`src/rtl/i2c_slave_pkg.sv`:
```
// Shared types and constants for the I2C target bridge.
package i2c_slave_pkg;

    typedef enum logic [2:0] {
        ST_IDLE,
        ST_ADDR,
        ST_ADDR_ACK,
        ST_PTR,
        ST_WDATA,
        ST_RDATA,
        ST_IGNORE
    } state_e;

    typedef enum logic [1:0] {
        COND_NONE,
        COND_START,
        COND_STOP
    } bus_cond_e;

    // Level on SDA that means "acknowledge".
    localparam logic SDA_ACK = 1'b0;

    // bit_cnt values: 8 = byte shifted in/out, 9 = inside the ACK clock.
    localparam logic [3:0] BYTE_BITS = 4'd8;
    localparam logic [3:0] ACK_SLOT  = 4'd9;

    // SDA moving while SCL is high is a bus condition, never data.
    function automatic bus_cond_e bus_cond(input logic scl_lvl, input logic sda_rise,
                                           input logic sda_fall);
        if (scl_lvl && sda_fall) return COND_START;
        if (scl_lvl && sda_rise) return COND_STOP;
        return COND_NONE;
    endfunction

endpackage

```
`src/rtl/i2c_slave_filter.sv`:
```
// Synchroniser, stability filter and edge detector for one I2C line.
module i2c_slave_filter #(
    parameter int FILTER_LEN = 3
) (
    input  logic clk,
    input  logic rst_n,
    input  logic line_i,
    output logic level_o,
    output logic rise_o,
    output logic fall_o
);
    localparam int CNT_W = (FILTER_LEN > 1) ? $clog2(FILTER_LEN) : 1;

    logic [1:0]       sync_q;
    logic [CNT_W-1:0] cnt_q;
    logic             level_q;
    logic             rise_q;
    logic             fall_q;

    // Accept a new level only after it has differed for FILTER_LEN consecutive clks.
    always_ff @(posedge clk or negedge rst_n) begin
        if (!rst_n) begin
            // Lines idle high; resetting to 1 avoids a false edge when reset releases.
            sync_q  <= 2'b11;
            cnt_q   <= '0;
            level_q <= 1'b1;
            rise_q  <= 1'b0;
            fall_q  <= 1'b0;
        end else begin
            // NOTE: non-blocking everywhere so each flop sees pre-edge values of the others.
            sync_q <= {sync_q[0], line_i};
            rise_q <= 1'b0;
            fall_q <= 1'b0;
            if (sync_q[1] == level_q) begin
                cnt_q <= '0;
            end else if (cnt_q == CNT_W'(FILTER_LEN - 1)) begin
                level_q <= sync_q[1];
                rise_q  <= sync_q[1];
                fall_q  <= ~sync_q[1];
                cnt_q   <= '0;
            end else begin
                cnt_q <= cnt_q + CNT_W'(1);
            end
        end
    end

    assign level_o = level_q;
    assign rise_o  = rise_q;
    assign fall_o  = fall_q;

endmodule

```
`src/rtl/i2c_slave_bridge.sv`:
```
// I2C target exposing an 8-bit register space through write strobes and read requests.
module i2c_slave_bridge
    import i2c_slave_pkg::*;
#(
    parameter logic [6:0] SLAVE_ADDR = 7'h50,
    parameter int         PTR_W      = 8,
    parameter int         FILTER_LEN = 3
) (
    input  logic             clk,
    input  logic             axi_reset_n,
    input  logic             scl_pad_i,
    output logic             scl_pad_o,
    output logic             scl_padoen_o,
    input  logic             sda_pad_i,
    output logic             sda_pad_o,
    output logic             sda_padoen_o,
    output logic             o_wr_valid,
    output logic [PTR_W-1:0] o_wr_addr,
    output logic [7:0]       o_wr_data,
    output logic             o_rd_req,
    output logic [PTR_W-1:0] o_rd_addr,
    input  logic [7:0]       i_rd_data,
    output logic             o_busy
);
    logic scl_lvl, scl_rise, scl_fall;
    logic sda_lvl, sda_rise, sda_fall;

    i2c_slave_filter #(.FILTER_LEN(FILTER_LEN)) u_scl_filter (
        .clk(clk), .rst_n(axi_reset_n), .line_i(scl_pad_i),
        .level_o(scl_lvl), .rise_o(scl_rise), .fall_o(scl_fall)
    );

    i2c_slave_filter #(.FILTER_LEN(FILTER_LEN)) u_sda_filter (
        .clk(clk), .rst_n(axi_reset_n), .line_i(sda_pad_i),
        .level_o(sda_lvl), .rise_o(sda_rise), .fall_o(sda_fall)
    );

    state_e           state_q, state_d;
    logic [3:0]       bit_cnt_q, bit_cnt_d;
    logic [7:0]       shift_q, shift_d;
    logic [PTR_W-1:0] ptr_q, ptr_d;
    logic             rw_q, rw_d;
    logic             sda_oe_q, sda_oe_d;
    logic             busy_q, busy_d;
    logic             wr_valid_q, wr_valid_d;
    logic [PTR_W-1:0] wr_addr_q, wr_addr_d;
    logic [7:0]       wr_data_q, wr_data_d;
    logic             rd_req_q, rd_req_d;
    logic [PTR_W-1:0] rd_addr_q, rd_addr_d;
    bus_cond_e        cond;

    // Next-state logic: bus conditions first, then per-state bit/ACK handling on SCL edges.
    always_comb begin
        // NOTE: every _d takes its held value first, so no path can infer a latch.
        state_d    = state_q;
        bit_cnt_d  = bit_cnt_q;
        shift_d    = shift_q;
        ptr_d      = ptr_q;
        rw_d       = rw_q;
        sda_oe_d   = sda_oe_q;
        busy_d     = busy_q;
        wr_valid_d = 1'b0;
        wr_addr_d  = wr_addr_q;
        wr_data_d  = wr_data_q;
        rd_req_d   = 1'b0;
        rd_addr_d  = rd_addr_q;
        cond       = bus_cond(scl_lvl, sda_rise, sda_fall);

        // Read data is valid the clk after the request.
        if (rd_req_q) shift_d = i_rd_data;

        if (cond == COND_START) begin
            state_d   = ST_ADDR;
            bit_cnt_d = '0;
            sda_oe_d  = 1'b0;
        end else if (cond == COND_STOP) begin
            state_d   = ST_IDLE;
            bit_cnt_d = '0;
            sda_oe_d  = 1'b0;
            busy_d    = 1'b0;
        end else begin
            unique case (state_q)
                ST_ADDR, ST_PTR, ST_WDATA: begin
                    if (scl_rise && bit_cnt_q < BYTE_BITS) begin
                        shift_d   = {shift_q[6:0], sda_lvl};
                        bit_cnt_d = bit_cnt_q + 4'd1;
                    end else if (scl_fall && bit_cnt_q == BYTE_BITS) begin
                        bit_cnt_d = ACK_SLOT;
                        if (state_q != ST_ADDR) begin
                            sda_oe_d = 1'b1;
                        end else if (shift_q[7:1] == SLAVE_ADDR) begin
                            sda_oe_d = 1'b1;
                            busy_d   = 1'b1;
                            rw_d     = shift_q[0];
                            state_d  = ST_ADDR_ACK;
                        end else begin
                            busy_d  = 1'b0;
                            state_d = ST_IGNORE;
                        end
                    end else if (scl_rise && bit_cnt_q == ACK_SLOT) begin
                        if (state_q == ST_PTR) begin
                            ptr_d = PTR_W'(shift_q);
                        end else begin
                            wr_valid_d = 1'b1;
                            wr_addr_d  = ptr_q;
                            wr_data_d  = shift_q;
                            ptr_d      = ptr_q + PTR_W'(1);
                        end
                    end else if (scl_fall && bit_cnt_q == ACK_SLOT) begin
                        sda_oe_d  = 1'b0;
                        bit_cnt_d = '0;
                        state_d   = ST_WDATA;
                    end
                end
                ST_ADDR_ACK: begin
                    if (scl_rise && rw_q) begin
                        rd_req_d  = 1'b1;
                        rd_addr_d = ptr_q;
                    end else if (scl_fall) begin
                        bit_cnt_d = '0;
                        if (rw_q) begin
                            state_d  = ST_RDATA;
                            sda_oe_d = ~shift_q[7];
                        end else begin
                            state_d  = ST_PTR;
                            sda_oe_d = 1'b0;
                        end
                    end
                end
                ST_RDATA: begin
                    if (scl_rise && bit_cnt_q < BYTE_BITS) begin
                        bit_cnt_d = bit_cnt_q + 4'd1;
                    end else if (scl_fall && bit_cnt_q != 4'd0 && bit_cnt_q < BYTE_BITS) begin
                        sda_oe_d = ~shift_q[6];
                        shift_d  = {shift_q[6:0], 1'b0};
                    end else if (scl_fall && bit_cnt_q == BYTE_BITS) begin
                        sda_oe_d  = 1'b0;
                        bit_cnt_d = ACK_SLOT;
                    end else if (scl_rise && bit_cnt_q == ACK_SLOT) begin
                        if (sda_lvl == SDA_ACK) begin
                            ptr_d     = ptr_q + PTR_W'(1);
                            rd_req_d  = 1'b1;
                            rd_addr_d = ptr_q + PTR_W'(1);
                        end else begin
                            state_d = ST_IGNORE;
                        end
                    end else if (scl_fall && bit_cnt_q == ACK_SLOT) begin
                        sda_oe_d  = ~shift_q[7];
                        bit_cnt_d = '0;
                    end
                end
                ST_IDLE, ST_IGNORE: begin
                end
                default: state_d = ST_IDLE;
            endcase
        end
    end

    // State and output registers; reset releases SDA asynchronously.
    always_ff @(posedge clk or negedge axi_reset_n) begin
        if (!axi_reset_n) begin
            state_q    <= ST_IDLE;
            bit_cnt_q  <= '0;
            shift_q    <= '0;
            ptr_q      <= '0;
            rw_q       <= 1'b0;
            sda_oe_q   <= 1'b0;
            busy_q     <= 1'b0;
            wr_valid_q <= 1'b0;
            wr_addr_q  <= '0;
            wr_data_q  <= '0;
            rd_req_q   <= 1'b0;
            rd_addr_q  <= '0;
        end else begin
            state_q    <= state_d;
            bit_cnt_q  <= bit_cnt_d;
            shift_q    <= shift_d;
            ptr_q      <= ptr_d;
            rw_q       <= rw_d;
            sda_oe_q   <= sda_oe_d;
            busy_q     <= busy_d;
            wr_valid_q <= wr_valid_d;
            wr_addr_q  <= wr_addr_d;
            wr_data_q  <= wr_data_d;
            rd_req_q   <= rd_req_d;
            rd_addr_q  <= rd_addr_d;
        end
    end

    assign scl_pad_o    = 1'b0;
    assign scl_padoen_o = 1'b1;
    assign sda_pad_o    = 1'b0;
    assign sda_padoen_o = ~sda_oe_q;
    assign o_wr_valid   = wr_valid_q;
    assign o_wr_addr    = wr_addr_q;
    assign o_wr_data    = wr_data_q;
    assign o_rd_req     = rd_req_q;
    assign o_rd_addr    = rd_addr_q;
    assign o_busy       = busy_q;

endmodule

```
`config.mk`:
```
export PLATFORM = sky130hd
export DESIGN_NAME = i2c_slave_bridge
export DESIGN_NICKNAME = d
export VERILOG_FILES = /design/src/rtl/i2c_slave_pkg.sv /design/src/rtl/i2c_slave_filter.sv /design/src/rtl/i2c_slave_bridge.sv
export SDC_FILE = /design/constraint.sdc
export NUM_CORES = 1
export LEC_CHECK = 0
export ABC_AREA = 1
export BUFFER_PORTS_ARGS = -buffer_cell sky130_fd_sc_hd__clkbuf_2
export CORE_MARGIN = 1
export CORE_UTILIZATION = 43
export DETAILED_ROUTE_END_ITERATION = 7
export GPL_ROUTABILITY_DRIVEN = 0
export PLACE_DENSITY = 0.6
export SLEW_MARGIN = 20
export SYNTH_ARGS = -nofsm -noshare
export SYNTH_HDL_FRONTEND = slang
export SYNTH_SLANG_ARGS = --single-unit
```
`constraint.sdc`:
```
create_clock -name clk -period 2.5 [get_ports clk]
set_input_delay 0.25 -clock clk [delete_from_list [all_inputs] [get_ports clk]]
set_output_delay 0.25 -clock clk [all_outputs]
set_load 0.05 [all_outputs]
```
Word level (Yosys, flattened, before mapping)
Index checks and enable logic that the tools add are counted.

Flip-flop bits (word level): 66. Input bits: 12. Word-level logic and storage cells: 216.

Reductions and logical operators: 28. Bitwise operators: 13. Order comparisons: 1. Multiplexer cells: 105. Add/sub/neg operators: 4. Equality and inequality tests: 43.

Operators by type and width (count): two-way mux 8 bit (16); two-way mux 1 bit (48); two-way mux 3 bit (16); one-hot mux 8 bit (2 select lines) (3); two-way mux 4 bit (10); inequality test 4 bit (second input constant) (6); inequality test 2 bit (second input constant) (11); inequality test 5 bit (second input constant) (4); inequality test 6 bit (second input constant) (3); two-way mux 2 bit (8); AND reduction 7 bit (2); inverter 1 bit (13); one-hot mux 3 bit (4 select lines) (1); one-hot mux 4 bit (3 select lines) (1); AND reduction 12 bit (1); AND reduction 11 bit (1); AND reduction 10 bit (1); == test 3 bit (second input constant) (3); logical AND 1 bit (9); AND reduction 9 bit (1); adder 8 x 1 -> 8 bit (second input constant) (1); == test 4 bit (second input constant) (2); inequality test 4 x 3 -> 1 bit (second input constant) (2); nonzero test 2 bit (4); 21 further kinds (27).

Longest topological paths before layout
Depth after elaboration: 10. Depth in mapped cells: 13.

By module
Synthesis repeated with hierarchy kept, for this count alone.

Cells, all modules: 471. Area, all modules: 3580.9 um^2.

By module, submodules not included: i2c_slave_bridge (seq. area each 1301.2 um^2, cells an instance 427, area an instance 3093.0 um^2, times used 1); i2c_slave_filter (seq. area each 178.9 um^2, cells an instance 22, area an instance 244.0 um^2, times used 2).

Least setup slack after synthesis
OpenSTA, ideal clock, no wires.

Kind: reg2reg. From: reg bit_cnt_q[0]. To: reg ptr_q[3]. Arrival time: 1.548 ns. Data required time: 2.377 ns. Period minus slack after synthesis: 1.671 ns. Cell stages (with the launch flop): 14. Slack: 0.829 ns. Cells stage by stage: dfrtp_1 inv_1 ha_1 nand2_1 nand2_1 nor2_1 inv_2 nand2_1 inv_2 nor2_8 nand2_4 buf_6 nand2_2 o21ai_2.

Word-level cells in the longest chain between the ends: 5. Elaborated cells between the ends (all ways): 17. Those cells by class: 1 x order compare; 9 x eq/ne; 7 x reduce/logical.

Ends and longest elaborated chain: start: declaration (RTL line i2c_slave_bridge.sv:39) `logic [3:0] bit_cnt_q, bit_cnt_d;`; start signal: assignment (RTL line i2c_slave_bridge.sv:176) `bit_cnt_q <= bit_cnt_d;`; branches (longest 4 deep; another with < comparator 4 bit); AND reduction 11 bit (no line) (*); end signal: assignment (RTL line i2c_slave_bridge.sv:178) `ptr_q <= ptr_d;`; end: declaration (RTL line i2c_slave_bridge.sv:41) `logic [PTR_W-1:0] ptr_q, ptr_d;`.

Every way passes the cells marked *. A chain may end at the register's enable or synchronous reset.

Worst setup path after layout
From: reg bit_cnt_q[0]. To: reg wr_addr_q[7] (netlist: o_wr_addr[7]).

Word-level cells in the longest chain between the ends: 4. Elaborated cells between the ends (all ways): 9. Those cells by class: 1 x order compare; 2 x eq/ne; 2 x bitwise; 4 x reduce/logical.

Ends and longest elaborated chain: < comparator 4 bit or == test 4 bit (tied branches) (RTL line i2c_slave_bridge.sv:84, i2c_slave_bridge.sv:87); logical AND 1 bit, on equally long branches (RTL line i2c_slave_bridge.sv:84, i2c_slave_bridge.sv:87); inverter 1 bit (no line); AND reduction 7 bit (no line) (*); end signal: assignment (RTL line i2c_slave_bridge.sv:183) `wr_addr_q <= wr_addr_d;`; end: declaration (RTL line i2c_slave_bridge.sv:46) `logic [PTR_W-1:0] wr_addr_q, wr_addr_d;`.

Every way passes the cells marked *; elsewhere a longest branch is shown, timed or not.

==> impl_metrics.py <==
metrics = {
    "clocking": {
        "postCtsSetupBuffers": 0,
        "cts_buffers": 9,
        "worstSkewPairLatency_ns": 0.34,
        "cts.clk_slew.worst_paths_ns": 0.08,
        "cts.repair.resized": 0,
        "cts_tree": "built",
        "h-tree-depth": 3,
        "root_buffer": "clkbuf_8",
        "cts_max_path_buffers": 2,
        "cts.sinks": 66,
        "hold_buffers": 2,
    },
    "logic_synthesis": {
        "ys_types": 35,
        "avgSynthCellArea_um2": 7.79,
        "synth_top_area_cell": "dfrtp_1",
        "synth-seq-area-share": 0.463,
        "yosys_warnings": 0,
        "mappedNetlistArea_um2": 3580,
        "synth.area.top_cells": "dfrtp_1 42%, nand2_1 16%, o21ai_0 5.0%",
        "synth_top_area_frac": 0.419,
        "ys_ff_latch": 66,
        "synth_cells": 460,
    },
    "die": {
        "io_pins": 43,
        "die_h_um": 93.3,
        "initial_utilization": 0.454,
        "dieArea_um2": 8710,
        "fp.dieW_um": 93.3,
        "row_count": 32,
        "core_um2": 7890,
    },
    "setup_path": {
        "worstPathRequired_ns": 2.74,
        "crit_fanout": 32,
        "worstPathArrival_ns": 2.29,
        "crit_type": "flop to flop",
        "worstSetupStartpointType": "flop",
        "worstSetupEndpointType": "flop",
    },
    "final_layout": {
        "syn2layout_area_growth_pct": 13.5,
        "n_antenna_cell": 0,
        "drive_above_1_share": 0.195,
        "postLayoutCellArea_um2": 4070,
        "final_nets": 519,
    },
    "timing": {
        "grt_setup_unrepaired": "no",
        "tightest_slew_ns": 0.855,
        "fmaxAchievable_mhz": 489,
        "totalNegativeSetupSlack_ns": 0,
        "hold_viol": 0,
        "setup_slack_ns": 0.457,
        "period_share": 0.817,
        "setup_viol_count_final": 0,
        "finClkSkew_ns": 0.0114,
        "whs_ns": 0.0653,
        "final-max-slew-violation-count": 0,
        "min_period_ns": 2.04,
        "max_slew_margin": 0.430,
    },
    "global_route": {
        "grt_pass1_wl_um": 13800,
        "grt_max_degree": 67,
        "antenna_found_initial": 0,
        "overflow": 0,
        "grtUsageTotal": 0.202,
        "grt_pass1_vias": 2839,
    },
    "worst_hold_path": {
        "hold_path.class": "input pin to async pin",
    },
    "routing": {
        "firstDrtPassIters": 5,
        "ant_nets": 0,
        "vias": 3050,
        "initialDrtViolationCount": 201,
        "wirelength_um": 7930,
        "avgViaCountPerCell": 5.00,
        "drc": 0,
        "wire_per_inst_um": 13.0,
    },
    "placed_design": {
        "dp_slack_ns": 0.463,
        "post_dp_cell_area_um2": 3850,
        "io_buffers": 39,
        "hpwl_um": 5600,
    },
    "power_and_ir_drop": {
        "pwr_density_cell_nw_per_um2": 583,
        "totalPowerFinal_mw": 2.37,
        "leakage_nw": 2.05,
        "ir_drop_mv": 0.441,
    },
    "outcome": {
        "outcome": "completed",
    },
    "job": {
        "drv_cap": 0,
    },
}
[state kept, by name, summed over array words and instances (netlist names), 2 cells and up]
register / count
o_rd_addr: 8
o_wr_addr: 8
o_wr_data: 8
ptr_q: 8
shift_q: 8
bit_cnt_q: 4
state_q: 3
u_scl_filter.cnt_q: 2
u_scl_filter.sync_q: 2
u_sda_filter.cnt_q: 2
u_sda_filter.sync_q: 2
[cell usage in the layout, fill, tap and decap left out, drive strengths merged]
master,instances
nand4,4
nor3,7
bufinv,1
o22ai,1
nand2,155
and2,1
inv,49
xor2,3
dfstp,6
buf,5
nand3,39
ha,4
clkbuf,50
a21oi,7
clkinv,2
dlygate4sd3,2
a21boi,1
nor2,35
xnor2,2
o21ai,69
conb,3
nor4,1
dfrtp,60
o21a,1
[logic make-up (layout without fill, tap and decap cells)]
logic type	count (synthesis)	after routing	share of synthesized area
compound gates	79	79	0.129
xor+xnor	5	5	0.0122
fa+ha+maj	4	4	0.0140
buf+inv	62	109	0.0789
flops	66	66	0.463
other cells	2	3	0.00210
simple gates	242	242	0.301
[metrics by stage]
| step | cells | util |
|---|---|---|
| 5_1_grt | 610 | 0.516 |
| 3_3_place_gp | 592 | 0.488 |
| 3_5_place_dp | 592 | 0.488 |
| 6_report | 610 | 0.516 |
| 2_1_floorplan | 461 | - |
| 4_1_cts | 610 | 0.516 |
[report_power, final]
group	total, mW	internal [mW]	switching (mW)
logic	0.224	0.0776	0.146
clock network	0.937	0.516	0.420
registers	1.21	1.14	0.0717
[critical path, stage by stage (launching register included)]
cell,delay [ns]
dfrtp_1,0.38
inv_1,0.08
ha_1,0.21
nand2_1,0.08
nand2_1,0.05
nor2_1,0.21
nand3_2,0.55
o21ai_1,0.36
[cell usage after synthesis]
cell type    n
clkbuf_1     2
buf_6        2
nor2_1      33
conb_1       2
a21boi_2     1
nor3_1       7
nor2_8       1
inv_6        1
nand2_2      3
nand2_1    149
o21ai_1     19
o21a_1       1
inv_4        1
nand3_2      1
a21oi_2      1
ha_1         4
dfstp_2      6
o21ai_0     36
xor2_1       3
nor4_1       1
o22ai_1      1
and2_4       1
a21oi_1      6
buf_2        4
dfrtp_1     60
nand4_1      4
inv_1       42
o21ai_2     14
xnor2_1      2
buf_4        6
nand3_4      3
nand2_4      3
inv_2        4
nor2_4       1
nand3_1     35
[final cells by class]
class / count / area, um^2
repair buffers: 45 / 245
multi-input cells: 333 / 1650
clock buffers: 12 / 155
fillers: 787 / 3820
inverters: 48 / 188
flip-flops and latches: 66 / 1660
clock inverters: 4 / 48.8
well taps: 102 / 128
[routing by layer]
metal / vias up / GRT usage / share of wire
met5: - / 0 / 0
met4: 0 / 0.0590 / 0.0098
met3: 11 / 0.0301 / 0.044
met2: 87 / 0.300 / 0.41
met1: 1394 / 0.304 / 0.53
li1: 1558 / - / -
[path summary, 6_finish.rpt]
kind | start | to | slack [ns] | depth (start not counted)
max in group asynchronous | axi_reset_n | u_sda_filter.rise_o | 1.84 | 2
min in group clk | i_rd_data[3] | shift_q[3] | 0.24 | 5
setup reg to reg | bit_cnt_q[0] | o_wr_addr[7] | 0.46 | 7
setup / recovery | bit_cnt_q[0] | o_wr_addr[7] | 0.46 | 7
hold reg to reg | u_sda_filter.sync_q[0] | u_sda_filter.sync_q[1] | 0.36 | 0
hold / removal | axi_reset_n | state_q[1] | 0.07 | 2
Power figures use the tool's default switching activity.
